File: src/rtl/jiajian_disp.sv
// Add/sub result display: converts a 7-bit result to sign + 3 BCD digits by
// double-dabble and scans them on a 4-digit active-low 7-segment display.
// Optional macro JIAJIAN_DISP_ZERO_BLANK_EN blanks leading zero digits.
module jiajian_disp #(
  parameter logic [15:0] SCAN_DIV = 16'd50000
) (
  input  logic       clk,
  input  logic       rst_n,
  input  logic       load,
  input  logic       sub,
  input  logic [6:0] res,
  output logic       busy,
  output logic       done,
  output logic [6:0] seg,
  output logic [3:0] an
);

  typedef enum logic [1:0] {IDLE, CONV, FIN} state_t;

  localparam logic [6:0] SEG_BLANK = 7'b1111111;
  localparam logic [6:0] SEG_MINUS = 7'b0111111;

  state_t      state;
  logic [2:0]  iter;
  logic [18:0] dd;       // {hundreds, tens, ones, binary}
  logic [18:0] dd_adj;
  logic        neg_cap;
  logic [6:0]  mag;

  logic [3:0]  hun, ten, one;
  logic        neg, valid;
  logic [15:0] scan_cnt;
  logic [1:0]  dig_idx;
  logic        blank_h, blank_t;

  assign mag = (sub && res[6]) ? (~res + 7'd1) : res;

  always_comb begin
    dd_adj = dd;
    if (dd[18:15] > 4'd4) dd_adj[18:15] = dd[18:15] + 4'd3;
    if (dd[14:11] > 4'd4) dd_adj[14:11] = dd[14:11] + 4'd3;
    if (dd[10:7]  > 4'd4) dd_adj[10:7]  = dd[10:7]  + 4'd3;
  end

  always_ff @(posedge clk or negedge rst_n) begin
    if (!rst_n) begin
      state   <= IDLE;
      iter    <= '0;
      dd      <= '0;
      neg_cap <= 1'b0;
      busy    <= 1'b0;
      done    <= 1'b0;
      hun     <= '0;
      ten     <= '0;
      one     <= '0;
      neg     <= 1'b0;
      valid   <= 1'b0;
    end else begin
      done <= 1'b0;
      case (state)
        IDLE: if (load) begin
          dd      <= {12'd0, mag};
          neg_cap <= sub && res[6];
          iter    <= '0;
          busy    <= 1'b1;
          state   <= CONV;
        end
        CONV: begin
          dd   <= dd_adj << 1;
          iter <= iter + 3'd1;
          if (iter == 3'd6) state <= FIN;
        end
        FIN: begin
          hun   <= dd[18:15];
          ten   <= dd[14:11];
          one   <= dd[10:7];
          neg   <= neg_cap;
          valid <= 1'b1;
          busy  <= 1'b0;
          done  <= 1'b1;
          state <= IDLE;
        end
        default: state <= IDLE;
      endcase
    end
  end

  // Scan keeps free-running across new results; only reset stops it.
  always_ff @(posedge clk or negedge rst_n) begin
    if (!rst_n) begin
      scan_cnt <= '0;
      dig_idx  <= '0;
    end else if (valid) begin
      if (scan_cnt == SCAN_DIV - 16'd1) begin
        scan_cnt <= '0;
        dig_idx  <= dig_idx + 2'd1;
      end else begin
        scan_cnt <= scan_cnt + 16'd1;
      end
    end
  end

  function automatic logic [6:0] enc(input logic [3:0] d);
    case (d)
      4'd0:    enc = 7'b1000000;
      4'd1:    enc = 7'b1111001;
      4'd2:    enc = 7'b0100100;
      4'd3:    enc = 7'b0110000;
      4'd4:    enc = 7'b0011001;
      4'd5:    enc = 7'b0010010;
      4'd6:    enc = 7'b0000010;
      4'd7:    enc = 7'b1111000;
      4'd8:    enc = 7'b0000000;
      4'd9:    enc = 7'b0010000;
      default: enc = SEG_BLANK;
    endcase
  endfunction

`ifdef JIAJIAN_DISP_ZERO_BLANK_EN
  assign blank_h = (hun == 4'd0);
  assign blank_t = (hun == 4'd0) && (ten == 4'd0);
`else
  assign blank_h = 1'b0;
  assign blank_t = 1'b0;
`endif

  always_comb begin
    an  = 4'hF;
    seg = SEG_BLANK;
    if (valid) begin
      an = ~(4'b0001 << dig_idx);
      case (dig_idx)
        2'd0:    seg = enc(one);
        2'd1:    seg = blank_t ? SEG_BLANK : enc(ten);
        2'd2:    seg = blank_h ? SEG_BLANK : enc(hun);
        default: seg = neg ? SEG_MINUS : SEG_BLANK;
      endcase
    end
  end

endmodule
File: config.mk
export PLATFORM = sky130hd
export DESIGN_NAME = jiajian_disp
export DESIGN_NICKNAME = d
export VERILOG_FILES = /design/src/rtl/jiajian_disp.sv
export SDC_FILE = /design/constraint.sdc
export NUM_CORES = 1
export LEC_CHECK = 0
export CORE_ASPECT_RATIO = 1.75
export CORE_UTILIZATION = 40
export CTS_CLUSTER_SIZE = 24
export DETAILED_ROUTE_END_ITERATION = 10
export GPL_ROUTABILITY_DRIVEN = 0
export HOLD_SLACK_MARGIN = 0.05
export PLACE_DENSITY_LB_ADDON = 0.2
export SETUP_SLACK_MARGIN = 0.4
export SYNTH_ARGS = -nofsm -noshare
export SYNTH_HDL_FRONTEND = slang
export SYNTH_SLANG_ARGS = --single-unit
export TNS_END_PERCENT = 50
File: constraint.sdc
create_clock -name clk -period 1.81 [get_ports clk]
set_input_delay 0.362 -clock clk [delete_from_list [all_inputs] [get_ports clk]]
set_output_delay 0.362 -clock clk [all_outputs]
set_load 0.05 [all_outputs]
======== Word level (Yosys, flattened, before mapping) ========
Memories as Yosys holds them, arrays and structs flattened.
Cells that the tools add are included.
storage, ports and cells
  register bits after elaboration ......... 59
  bits in read-only memories .............. 336
  input port bits ......................... 11
  output and inout port bits .............. 13
  word-level logic and storage cells ...... 66
  memories kept ........................... 3
memories
  memory           words  bits a word  read ports  clocked after Yosys merged registers in  wr ports  line  source
  (no name shown)  16     7            1           0                                        0         104   case (d)
  (no name shown)  16     7            1           0                                        0         104
  (no name shown)  16     7            1           0                                        0         104
cells by class
  add/subtract/negate cells ............... 7
  order comparisons ....................... 3
  equal/unequal tests ..................... 8
  shift operators ......................... 1
  mux-type cells .......................... 19
  bitwise logic cells ..................... 2
  reductions and logical operators ........ 10
operator list
  kind                   number
  $pmux 19 s2            1
  $mux 7                 3
  $pmux 7 s3             1
  $mux 19                1
  $add 16x1->16 const B  1
  $eq 16x16->1 const B   1
  $mux 16                1
  $gt 4x3->1 const B     3
  $mux 4                 3
  $reduce_and 2->1       5
  $add 4x2->4 const B    2
  $add 7x1->7 const B    1
  $not 7->7              1
  $mux 3                 2
  $pmux 3 s2             1
  $eq 2x1->1 const B     2
  $eq 2x2->1 const B     2
  $logic_not 2->1        2
  $mux 2                 2
  $ne 2x2->1 const B     2
  $not 4->4              1
  $pmux 2 s2             1
  $reduce_bool 2->1      2
  $shl 1x2->4 const A    1
  7 further kinds        8

======== Longest topological paths before layout ========
Gate-level depths: netlist (run 1).
  depth in word-level cells ............... 5
  depth in mapped cells ................... 6
  gate-level depth less buffers ........... 6

======== Worst setup path after synthesis (run 1) ========
No wires, ideal clock.
  path kind ............................... reg2out
  start ................................... register dig_idx[0]
  end ..................................... output seg[6]
  arrival time ............................ 1.908 ns
  required time ........................... 1.448 ns
  setup slack ............................. -0.460 ns
  cell stages (with the launch flop) ...... 6
  buffers on the path ..................... 0
  cell sequence ........................... dfrtp_1 inv_1 ha_1 o21ai_0 o22a_1 a31oi_1
between the ends
  word-level cells in the longest chain between the ends .. 3
  elaborated cells between the ends (all ways) .. 5
  those cells by class .................... eq/ne: 2; mux: 2; reduce/logical: 1
RTL lines
  item                                      line  source
  start, declared                           33    logic [1:0] dig_idx;
  start signal, assigned                    96    dig_idx <= dig_idx + 2'd1;
  $eq 2x2->1, or another cell as far along  132   case (dig_idx)
  $pmux 7 s3 (*)                            132
  $mux 7 (*)                                130   if (valid) begin
  end, declared                             14    output logic [6:0] seg,
Mark *: on every way between the ends. The rest lies on a longest branch, timed or not.

======== Worst setup path after layout (run 1) ========
  start ................................... register ten[1]
  end ..................................... output seg[6]
between the ends
  word-level cells in the longest chain between the ends .. 3
RTL lines
  item                    line  source
  start, declared         30    logic [3:0] hun, ten, one;
  start signal, assigned  75    ten <= dd[14:11];
  $mem_v2 16x7            -
  $pmux 7 s3              132
  $mux 7                  130
No other way between the ends.

==> results of run 1 <==
power by group:
group / internal (mW) / switching [mW] / total [mW]
Sequential: 1.73 / 0.410 / 2.14
Combinational: 2.24 / 2.61 / 4.86
Clock: 1.14 / 0.558 / 1.70
Total: 5.11 / 3.58 / 8.69
placed cells by master, fill, tap and decap left out, drive strengths merged, types with 11 or more instances in the layout:
cell / netlist / final
dfrtp: 59 / 59
inv: 32 / 32
nand2: 41 / 41
o21ai: 36 / 36
xnor2: 16 / 16
nand2b: 11 / 11
buf: 4 / 66
nor2: 25 / 25
ha: 30 / 30
nand3: 15 / 15
clkbuf: 12 / 15
a21oi: 15 / 15
registers in the layout, summed over array words and instances (netlist names):
register	count
hun	4
busy	1
ten	4
neg_cap	1
dig_idx	2
scan_cnt	16
neg	1
iter	3
valid	1
dd	19
one	4
state	2
done	1
per-layer routing:
layer / part of all wire, % / vias up / GRT usage, %
met4: 2.3 / 0 / 6.561
met5: 0 / - / 0
met3: 2.0 / 16 / 3.628
met1: 41 / 1452 / 21.92
met2: 55 / 43 / 34.48
li1: - / 1490 / -
cell type report:
cell class / count / area [sq um] / area share (%)
Tap cell: 117 / 146.4 / 2.712
Clock inverter: 2 / 35.03 / 0.6490
Sequential cell: 59 / 1494 / 27.68
Clock buffer: 14 / 264.0 / 4.891
Multi-Input combinational cell: 276 / 2507 / 46.45
Timing Repair Buffer: 77 / 813.3 / 15.07
Inverter: 32 / 137.6 / 2.550
stage by stage:
stage	instance area (sq um)	setup slack [ns]	TNS (ns)	power, mW	cells
floorplan	3752	0.006908	0	4.787	383
global placement	4448	-0.03906	-0.09297	6.251	545
detailed placement	4448	-0.04495	-0.2388	6.348	545
CTS	5027	-0.3260	-2.205	8.464	567
global route	5398	-0.3574	-2.327	9.267	577
finish	5398	-0.2853	-1.816	8.690	577
worst max-delay path by stage:
stage / slack [ns] / depth (start not counted) / endpoint
floorplan: 0.007 / 3 / seg[4]
global placement: -0.04 / 6 / seg[3]
detailed placement: -0.04 / 7 / seg[6]
CTS: -0.33 / 7 / seg[1]
global route: -0.36 / 6 / seg[6]
finish: -0.29 / 6 / seg[6]
logic make-up after synthesis:
group | after synthesis | share of synthesized area (%)
compound gates | 89 | 15.71
simple gates | 120 | 17.89
flops | 59 | 40.92
xor+xnor | 20 | 4.854
fa+ha+maj | 30 | 10.40
buf+inv | 48 | 5.132
mux | 17 | 5.097
what timing repair did:
action | in CTS | in global routing
resized for setup | 56 | 77
hold buffers | 1 | 0
setup buffers | 5 | 10
pin swaps | 18 | 39
hold endpoints to repair | 10 | 0
setup endpoints to repair | 37 | 44
critical path, stage by stage (launching register included):
cell,delay (ns)
dfrtp_2,0.43
ha_2,0.22
o21ai_2,0.06
buf_4,0.13
o22a_1,0.22
a31oi_4,0.19
buf_12,0.15
==> impl_metrics.json, run 1 <==
{
  "gr-total-overflow": 0,
  "core-area_sq_mm": 0.008727,
  "synth_cell_types": 45,
  "rsz0062_at_grt": "true",
  "critPathRequiredTime_ns": 1.45,
  "numPortBuffers": 23,
  "finalSetupViolations": 7,
  "path_class": "reg -> out",
  "start_util_pct": 41.35,
  "synth_top_cell_area_share_pct": 40.92,
  "synth-async-reset-ratio_pct": 100.0,
  "worst_pin_slew_ns": 0.3165,
  "wl_per_cell_um": 14.75,
  "synth_area_leaders": "dfrtp_1, ha_1, o21ai_0, nand2_1, xnor2_1",
  "synth_area_sq_mm": 0.003608,
  "post-route-util_pct": 61.85,
  "wl_um": 8509,
  "nFillCells": 705,
  "std_cell_rows": 45,
  "drtIter0Drc": 130,
  "track_usage_pct": 19.11,
  "r2r-start": "scan_cnt[5]",
  "status": "complete, but fails checks",
  "clock-sinks": 59,
  "hold_viol": 0,
  "hp-start": "scan_cnt[15]",
  "postRouteAntennaNets": 0,
  "clockRootBuffer": "clkbuf_16",
  "power_density_mw_per_mm2": 1610,
  "crit_fanout": 6,
  "die_area_sq_mm": 0.009420,
  "grt_pass1_wl_um": 13820,
  "grt_max_degree": 50,
  "hold_depth": 1,
  "p_leak_nw": 2.325,
  "ir_drop_uv": 1280,
  "grt_pass1_vias": 2961,
  "period_share_pct": 115.8,
  "cts_tree": "yes",
  "synth_area_per_cell_sq_um": 9.422,
  "cp-end-kind": "primary output",
  "area_delta_synth_final_pct": 49.58,
  "startpoint_type": "register",
  "r2r_end": "dig_idx[1]",
  "die_w_um": 73.80,
  "drive_above_1_share_pct": 43.26,
  "syn_inst": 383,
  "vias": 3001,
  "violations": "negative setup slack",
  "ios": 24,
  "drv_cap": 0,
  "n_antenna_cell": 0,
  "yosysWarnings": 0,
  "crit_start": "ten[1]",
  "setup_slack_ns": -0.2853,
  "max_freq_mhz": 477.3,
  "die_y_um": 127.6,
  "synth-seq-cells": 59,
  "fin_hold_ws_ns": 0.4804,
  "cts_buffer_depth": 2,
  "synth_nets": 424,
  "path_clk_slew_ns": 0.05,
  "crit_arrival_ns": 1.73,
  "synth_most_common_cell": "dfrtp_1",
  "skew_ns": 0.005188,
  "clock_latency_ns": 0.32,
  "post-synth-top-area-cell": "dfrtp_1",
  "holdPathEnd": "scan_cnt[15]",
  "reg2reg_depth": 4,
  "ys.flop_type": "dfrtp_1",
  "vias_per_cell": 5.201,
  "numCtsBuffers": 9,
  "drc": 0,
  "cts_max_level": 3,
  "synth_edf_count": 0,
  "hold_path_class": "reg -> reg",
  "slew_headroom_pct": 78.83,
  "antenna_found_initial": 0,
  "regToRegSetupSlack_ns": 0.28,
  "synthTopCellsByCount": "dfrtp_1, nand2_1, o21ai_0",
  "dp_hpwl_um": 6000,
  "fin_crit_ns": 2.095,
  "ys_seq_area_share_pct": 40.92,
  "slew_viol_final": 0,
  "final_nets": 496,
  "dr.pass1.iters": 4
}
No activity file was read; power rests on OpenSTA's default activity.
==> run 2, diff against run 1 <==
Settings changed: CELL_PAD_IN_SITES_DETAIL_PLACEMENT set to 1, CELL_PAD_IN_SITES_GLOBAL_PLACEMENT set to 1.
==> run 2 against run 1 <==
- the flow still finishes with violations (negative setup slack)
- sequential share of layout area shrank 1.5 points
- clock skew increased by 0.0051 ns
- cell count is 4.0% higher
- clock power increased by 11%
- combinational power is 15% higher
- sequential power is 3% higher
- core utilization is 3.5 points higher
- die area is the same
- flip-flop and latch count did not move
- critical endpoint is now seg[2]
- highest routed layer unchanged
==> impl_metrics.json, run 2 (synthesized netlist as in run 1, its figures left out) <==
{
  "drtIter0Drc": 118,
  "grt_pass1_wl_um": 17440,
  "period_share_pct": 120.6,
  "crit_fanout": 4,
  "n_antenna_cell": 0,
  "die_w_um": 73.80,
  "wl_per_cell_um": 19.22,
  "final_cell_mix": "buf_4, dfrtp_1, nand2_1",
  "path_class": "reg -> out",
  "drive_above_1_share_pct": 47.41,
  "finalSetupViolations": 7,
  "final_nets": 519,
  "std_cell_rows": 45,
  "cts_max_level": 3,
  "numPortBuffers": 23,
  "grt_pass1_vias": 3545,
  "top_usage_layer": "met2",
  "p_total_mw": 9.667,
  "cp_cell_sequence": "inv_2 > ha_1 > nor3b_2 > o21ai_1 > buf_4 > nand4_1 > buf_12",
  "vias_per_cell": 5.435,
  "gr-total-overflow": 0,
  "die_y_um": 127.6,
  "power_density_mw_per_mm2": 1695,
  "final_common_cell": "buf_4",
  "largest_reg_flops": 19,
  "max_freq_mhz": 458.2,
  "vias": 3261,
  "clockRootBuffer": "clkbuf_16",
  "postRouteAntennaNets": 0,
  "numCtsBuffers": 9,
  "cts_tree": "yes",
  "nFillCells": 900,
  "reg_top3": "dd: 19 flops, scan_cnt: 16 flops",
  "grt_max_degree": 60,
  "post-route-util_pct": 65.36,
  "violations": "negative setup slack",
  "antenna_found_initial": 0,
  "use_met2_pct": 45.60,
  "startpoint_type": "register",
  "design_area_sq_mm": 0.005704,
  "slew_headroom_pct": 78.25,
  "critical_path.max_stage_delay_ns": 0.42,
  "drc": 0,
  "pre_cts_slack_ns": -0.06653,
  "skew_ns": 0.01029,
  "path_clk_slew_ns": 0.05,
  "dr.pass1.iters": 4,
  "core-area_sq_mm": 0.008727,
  "drv_cap": 0,
  "area_delta_synth_final_pct": 58.08,
  "crit_arrival_ns": 1.82,
  "rsz0062_at_grt": "true",
  "use_met3_pct": 4.890,
  "detailed_place.area_sq_mm": 0.004498,
  "status": "complete, but fails checks",
  "fin_crit_ns": 2.182,
  "grt_use_met1_pct": 25.32,
  "ios": 24,
  "ir_drop_uv": 1258,
  "dp_hpwl_um": 7045,
  "slew_viol_final": 0,
  "cts_buffer_depth": 2,
  "die_area_sq_mm": 0.009420,
  "setup_slack_ns": -0.3725,
  "cp-end-kind": "primary output",
  "track_usage_pct": 24.91,
  "worst_pin_slew_ns": 0.3263,
  "hold_path_class": "in -> reg",
  "cpMaxStageDelayCell": "dfrtp_1",
  "critPathRequiredTime_ns": 1.45,
  "p_leak_nw": 2.507,
  "largest_register": "dd",
  "tns_ns": -2.321,
  "hold_viol": 0,
  "start_util_pct": 41.35,
  "clock-sinks": 59,
  "wl_um": 11530,
  "clock_latency_ns": 0.34
}
## run 2: cell count changes in the layout (fill, tap and decap cells not counted), sizes merged
| cell | before | now |
|---|---|---|
| dlymetal6s2s | 0 | 1 |
| clkinvlp | 0 | 1 |
| buf | 66 | 90 |
| bufinv | 1 | 2 |
| clkbuf | 15 | 12 |
| clkdlybuf4s50 | 8 | 7 |
## run 2: area by class of cell
type | instances | area, sq um | share of cell area (%)
clock inverter | 4 | 72.57 | 1.272
timing repair buffer | 100 | 1018 | 17.85
tap | 117 | 146.4 | 2.566
clock buffer | 12 | 256.5 | 4.497
sequential | 59 | 1493 | 26.17
inverter | 32 | 130.1 | 2.281
multi-input combinational | 276 | 2587 | 45.36
## run 2: worst paths after layout
| path | cells past startpoint | slack [ns] | from | end |
|---|---|---|---|---|
| max in group asynchronous | 3 | 0.95 | rst_n | scan_cnt[12] |
| max | 7 | -0.37 | ten[0] | seg[2] |
| min in group asynchronous | 3 | 0.56 | rst_n | hun[0] |
| min reg2reg | 1 | 0.50 | iter[2] | iter[2] |
| max reg2reg | 4 | 0.26 | scan_cnt[4] | dig_idx[1] |
| min | 3 | 0.41 | res[0] | dd[0] |
## run 2: metrics by stage
step,instances,hold slack (ns)
3_3_place_gp,550,0.3860
2_1_floorplan,383,0.06641
3_5_place_dp,550,0.3922
5_1_grt,600,0.4233
4_1_cts,581,0.4836
6_report,600,0.4093
## run 2: routing by layer
layer  wire length (um)  vias to the layer above
met3                283                       35
met1               4168                     1626
li1                   -                     1533
met4                495                        0
met2               6586                       67
met5                  0                        -
## run 2: power breakdown
part / leakage [nW] / internal [mW] / switching (mW)
clock network: 0.159 / 1.28 / 0.603
registers: 0.738 / 1.73 / 0.476
logic: 1.61 / 2.67 / 2.92
total: 2.51 / 5.67 / 4.00
## run 2: repair_timing
| item | CTS | global route |
|---|---|---|
| endpoints found under the setup margin | 38 | 47 |
| hold buffers | 1 | 0 |
| pin swaps | 25 | 43 |
| hold endpoints to repair | 33 | 0 |
| cloned | 0 | 0 |
| gates resized for setup | 85 | 61 |
| setup buffers | 14 | 19 |
## run 2: worst max-delay path: cells and delay by family (launching register included)
kind	cells	cell delay, ns
fa+ha+maj	1	0.20
compound gates	1	0.15
buf+inv	3	0.43
simple gates	2	0.28
flops	1	0.42
==> run 3, diff against run 2 <==
Settings changed: CORE_MARGIN set to 1.5, CORE_UTILIZATION 40 to 46.
==> run 3 against run 2 <==
- the flow still finishes with violations (negative setup slack)
- count of clock-buffer cells in the layout stayed put
- clock skew up 0.0028 ns
- clock power is 6% lower
- global-route usage increased by 4.5 points
- first-iteration DRC count increased by 100%
- register-to-register slack got worse by 0.06 ns
- largest cell class unchanged
- largest power group unchanged
- highest routed layer unchanged
==> impl_metrics.json, run 3 (synthesized netlist as in run 1, its figures left out) <==
{
  "status": "complete, but fails checks",
  "violations": "negative setup slack",
  "skew_ns": 0.01310,
  "slew_headroom_pct": 46.85,
  "grt_pass1_vias": 3724,
  "numCtsBuffers": 9,
  "cts.hold.buffers_added": 0,
  "design_area_sq_mm": 0.005643,
  "clock-sinks": 59,
  "die_y_um": 120.2,
  "intPower_mw": 5.526,
  "track_usage_pct": 29.37,
  "cts_tree": "yes",
  "seqPwrFrac_pct": 23.1,
  "crit_start": "hun[0]",
  "area_delta_synth_final_pct": 56.38,
  "wl_per_cell_um": 27.80,
  "die_area_sq_mm": 0.008406,
  "core-area_sq_mm": 0.007567,
  "clkPwrFrac_pct": 17.4,
  "period_share_pct": 125.9,
  "cts_max_level": 3,
  "p_comb_share_pct": 59.5,
  "setup_slack_ns": -0.4680,
  "detailed_place.area_sq_mm": 0.004452,
  "vias_per_cell": 6.312,
  "critPathRequiredTime_ns": 1.45,
  "vias": 3566,
  "worst_pin_slew_ns": 0.7973,
  "slew_viol_final": 0,
  "ios": 24,
  "swShare_pct": 45.43,
  "reg_top3": "dd: 19 flops, scan_cnt: 16 flops",
  "hold_path_class": "in -> async",
  "start_util_pct": 47.69,
  "dp_hpwl_um": 7486,
  "crit_fanout": 5,
  "largest_reg_flops": 19,
  "clockRootBuffer": "clkbuf_16",
  "fin_crit_ns": 2.278,
  "post-route-util_pct": 74.57,
  "final_nets": 513,
  "wl_um": 15710,
  "n_antenna_cell": 0,
  "path_clk_slew_ns": 0.06,
  "cp-end-kind": "primary output",
  "die_w_um": 69.95,
  "p_switching_mw": 4.601,
  "p_total_mw": 10.13,
  "final_common_cell": "buf_4",
  "finalSetupViolations": 8,
  "numPortBuffers": 23,
  "antenna_found_initial": 0,
  "grt_max_degree": 34,
  "postRouteAntennaNets": 0,
  "p_leak_nw": 2.425,
  "largest_register": "dd",
  "fin_hold_ws_ns": 0.1079,
  "std_cell_rows": 42,
  "clock_latency_ns": 0.34,
  "ir_drop_uv": 1499,
  "power_density_mw_per_mm2": 1795,
  "drive_above_1_share_pct": 49.06,
  "rsz0062_at_grt": "true",
  "startpoint_type": "register",
  "gr-total-overflow": 0,
  "cts_buffer_depth": 2,
  "hold_viol": 0,
  "drc": 0,
  "dr.pass1.iters": 5,
  "drv_cap": 0,
  "grt_pass1_wl_um": 19030,
  "drtIter0Drc": 236,
  "r2r-start": "scan_cnt[12]",
  "crit_arrival_ns": 1.92,
  "path_class": "reg -> out",
  "final_cell_mix": "buf_4, dfrtp_1, nand2_1",
  "max_freq_mhz": 439.0
}
-- run 3: changes by cell type in the layout (fill, tap and decap cells not counted), sizes merged --
| cell | previous run | this run |
|---|---|---|
| dlygate4sd3 | 1 | 0 |
| clkinvlp | 1 | 2 |
| clkinv | 1 | 2 |
| buf | 90 | 85 |
| bufinv | 2 | 1 |
| inv | 32 | 31 |
-- run 3: worst max-delay path, stage by stage, from the launching register on --
cell	delay, ns
dfrtp_2	0.47
inv_4	0.12
ha_1	0.18
mux2i_1	0.08
o221ai_1	0.28
nand4_1	0.24
buf_12	0.22
-- run 3: per-layer routing --
metal	vias to the layer above	routed length (um)	global-route usage, %
li1	1517	-	-
met1	1812	5563	30.09
met2	170	8692	55.54
met3	67	635	4.618
met4	0	816	15.75
met5	-	0	0
-- run 3: worst paths after layout --
check,end,slack (ns),cells after the start
setup reg to reg,dig_idx[1],0.20,4
max in group asynchronous,dd[9],1.04,2
hold reg to reg,dd[6],0.53,1
setup / recovery,seg[4],-0.47,6
hold / removal,ten[1],0.11,1
min in group clk,dd[0],0.44,3
-- run 3: metrics by stage --
| step | instances | setup WS, ns | TNS, ns |
|---|---|---|---|
| 4_1_cts | 550 | -0.3653 | -2.465 |
| 2_1_floorplan | 383 | 0.006908 | 0 |
| 5_1_grt | 565 | -0.5201 | -3.270 |
| 3_5_place_dp | 523 | -0.07845 | -0.4886 |
| 6_report | 565 | -0.4680 | -2.932 |
| 3_3_place_gp | 523 | -0.01986 | -0.02645 |
-- run 3: area by class of cell --
type                    count  area (sq um)
well taps                  88         110.1
flip-flops and latches     59          1499
inverters                  32         142.6
repair buffers             94         944.7
fillers                   716          1924
clock inverters             4         50.05
clock buffers              12         256.5
multi-input cells         276          2640
-- run 3: what timing repair did --
| action | 4_1_cts | 5_1_grt |
|---|---|---|
| endpoints found under the setup margin | 58 | 45 |
| pin swaps | 21 | 53 |
| setup buffers | 11 | 15 |
| endpoints found under the hold margin | 0 | 0 |
| resized for setup | 70 | 107 |
-- run 3: power by group through the flow --
stage	Clock, mW	Combinational (mW)	Sequential [mW]
final	1.76	6.02	2.34
after global routing	1.83	6.27	2.37
after CTS	1.76	4.80	2.16
after detailed placement	0	4.43	2.15
after global placement	0	4.19	2.11
after floorplan	0	2.74	2.04
==> patch (flow settings as in run 1) <==
Add a define of `JIAJIAN_DISP_ZERO_BLANK_EN`.
--- a/src/rtl/jiajian_disp.sv
+++ b/src/rtl/jiajian_disp.sv
@@ -3,2 +3,4 @@
 // Optional macro JIAJIAN_DISP_ZERO_BLANK_EN blanks leading zero digits.
+`define JIAJIAN_DISP_ZERO_BLANK_EN
+
 module jiajian_disp #(
Behaviour: same outputs for any inputs over 10 cycles, from zero or initial values and one cycle with rst_n low; that may be too few to reach the edited logic, so the function may still have changed.
==> patch against run 1 <==
  * The flow still finishes with violations (setup timing)
  * Power increased by 4.4%
  * Final area fell by 1.1%
  * Wire length increased by 1.6%
  * Area after synthesis increased by 0.35%
  * Synthesized cell count is 0.52% higher
  * Clock skew decreased by 0.00074 ns
  * Critical path depth increased by 2
  * Count of clock-buffer cells in the layout is 2 lower
  * Setup slack got worse by 0.25 ns
  * Sequential cell count is the same
  * Highest routed layer unchanged
==> patch: results (changes against run 1) <==
.. list-table::
   :header-rows: 1

   * - Metric
     - Value
   * - Status
     - finished, violations left
   * - Failing checks
     - setup timing
   * - Total negative slack for setup checks
     - -3.33 ns (-1.51 ns)
   * - Clock buffers
     - 12 (-2)
   * - Layout net count
     - 504 (+1.6%)
   * - Number of ordinary and repair buffers in the finished layout
     - 87 (+13%)
   * - Average wire length per cell after detail routing
     - 14.7 um (-0.14%)
   * - Critical path fanouts, max
     - 4 (-2)
   * - Die ar.
     - 9450 um2 (+0.34%)
   * - Number of setup violations in the final report
     - 7 (unchanged)
   * - Share of the final layout cell area in multi-input gates
     - 44.4% (-2.1 points)
   * - Number of different library cells in the post-synthesis netlist
     - 49 (+8.9%)
   * - Register area
     - 1490 um2 (-0.33%)
   * - Most used flip-flop cell after synthesis
     - dfrtp_1
   * - Clock power share
     - 21.5% (+2.0 points)
   * - Total cell area at the placement stage
     - 4440 um2 (-0.14%)
   * - Clock tree root driver cell
     - clkbuf_16
   * - Slowest cell delay on critical path
     - 0.38 ns (-0.05 ns)
   * - Maximum clock skew at final layout
     - 0.00445 ns (-0.000736 ns)
   * - Combinational Power
     - 5.01 mW (+3%)
   * - Largest net degree at the start of global routing
     - 60 (+20%)
   * - Total leakage power
     - 2.31 nW (-0.66%)
   * - Cell family contributing the most delay on the critical path
     - buffers and inverters
   * - Worst voltage drop across the vdd grid
     - 0.890 mV (-30%)
   * - P_int
     - 5.51 mW (+7.9%)
   * - Share of post-route cells with drive strength above 1
     - 38.1% (-5.2 points)
   * - Layout buffering overhead excluding clock cells
     - 16.4% (+1.3 points)
   * - Ratio of total power to cell area
     - 1700 nW/um2 (+5.5%)
   * - Ranking of synthesized cells by area
     - dfrtp_1 41%, ha_1 9.7%, o21ai_0 4.3%, nand2_1 4.3%, xnor2_1 4.1%
   * - Post-route worst setup slack
     - -0.531 ns (-0.245 ns)
   * - Half-perimeter wire length after placement
     - 6.12 mm (+2.0%)
   * - Tightest Pin Transition
     - 0.403 ns (+0.0865 ns)
   * - Class of the most critical hold timing path
     - in -> reg
   * - Data arrival time at the worst-slack endpoint
     - 1.98 ns (+0.25 ns)
   * - Clk tree area frac
     - 6.44% (+0.90 points)
   * - Place WS
     - -0.226 ns (-0.181 ns)
   * - GRT Total Usage
     - 19.9% (+0.77 points)
   * - Cells resized by post-CTS repair
     - 59 (+5.4%)
   * - Average via count per standard cell
     - 5.28 (+1.6%)
   * - Slowest CP cell
     - dfrtp_1
-- patch: cell types whose count changed in the layout (fill, tap and decap cells not counted), moves of 5 or more --
cell,change
ha_2,-7
inv_2,+6
o221ai_2,-7
inv_4,-7
buf_4,+15
nand3_1,+5
o21ai_1,-8
o211ai_1,+5
ha_1,+8
-- patch: path summary, 6_finish.rpt --
path / cells after the start / end / slack (ns) / from
setup / recovery: 8 / seg[6] / -0.53 / ten[1]
hold / removal: 3 / dd[0] / 0.40 / res[0]
setup reg to reg: 6 / scan_cnt[9] / 0.30 / valid
hold reg to reg: 1 / scan_cnt[15] / 0.48 / scan_cnt[15]
max in group asynchronous: 3 / state[0] / 0.95 / rst_n
min in group asynchronous: 3 / dig_idx[0] / 0.56 / rst_n
-- patch: worst register-to-register path: stages, from the launching register on --
cell     delay [ns]
dfrtp_1        0.39
buf_12         0.18
nand4_1        0.20
nor4_4         0.29
buf_4          0.19
xnor2_2        0.09
nor2_1         0.05
-- patch: per-stage QoR --
| step | hold slack [ns] | utilization (%) | cells |
|---|---|---|---|
| 5_1_grt | 0.435 | 61.2 | 587 |
| 3_5_place_dp | 0.390 | 50.9 | 554 |
| 6_report | 0.398 | 61.2 | 587 |
| 2_1_floorplan | 0.0664 | - | 385 |
| 3_3_place_gp | 0.385 | 50.9 | 554 |
| 4_1_cts | 0.485 | 58.4 | 581 |
-- patch: cell families after synthesis --
group | Yosys count | synth area share, %
AOI/OAI and AO/OA | 87 | 15.4
and+or+nand+nor | 124 | 18.8
buffers and inverters | 49 | 5.29
muxes | 16 | 4.73
xor gates and xnor gates | 22 | 5.32
DFF | 59 | 40.8
adders and majority gates | 28 | 9.68
-- patch: layer usage --
metal  GRT usage (%)  routed length (um)
met1            20.8                3390
met5               0                   0
met4            9.28                 219
met3            3.22                 118
met2            37.1                4920
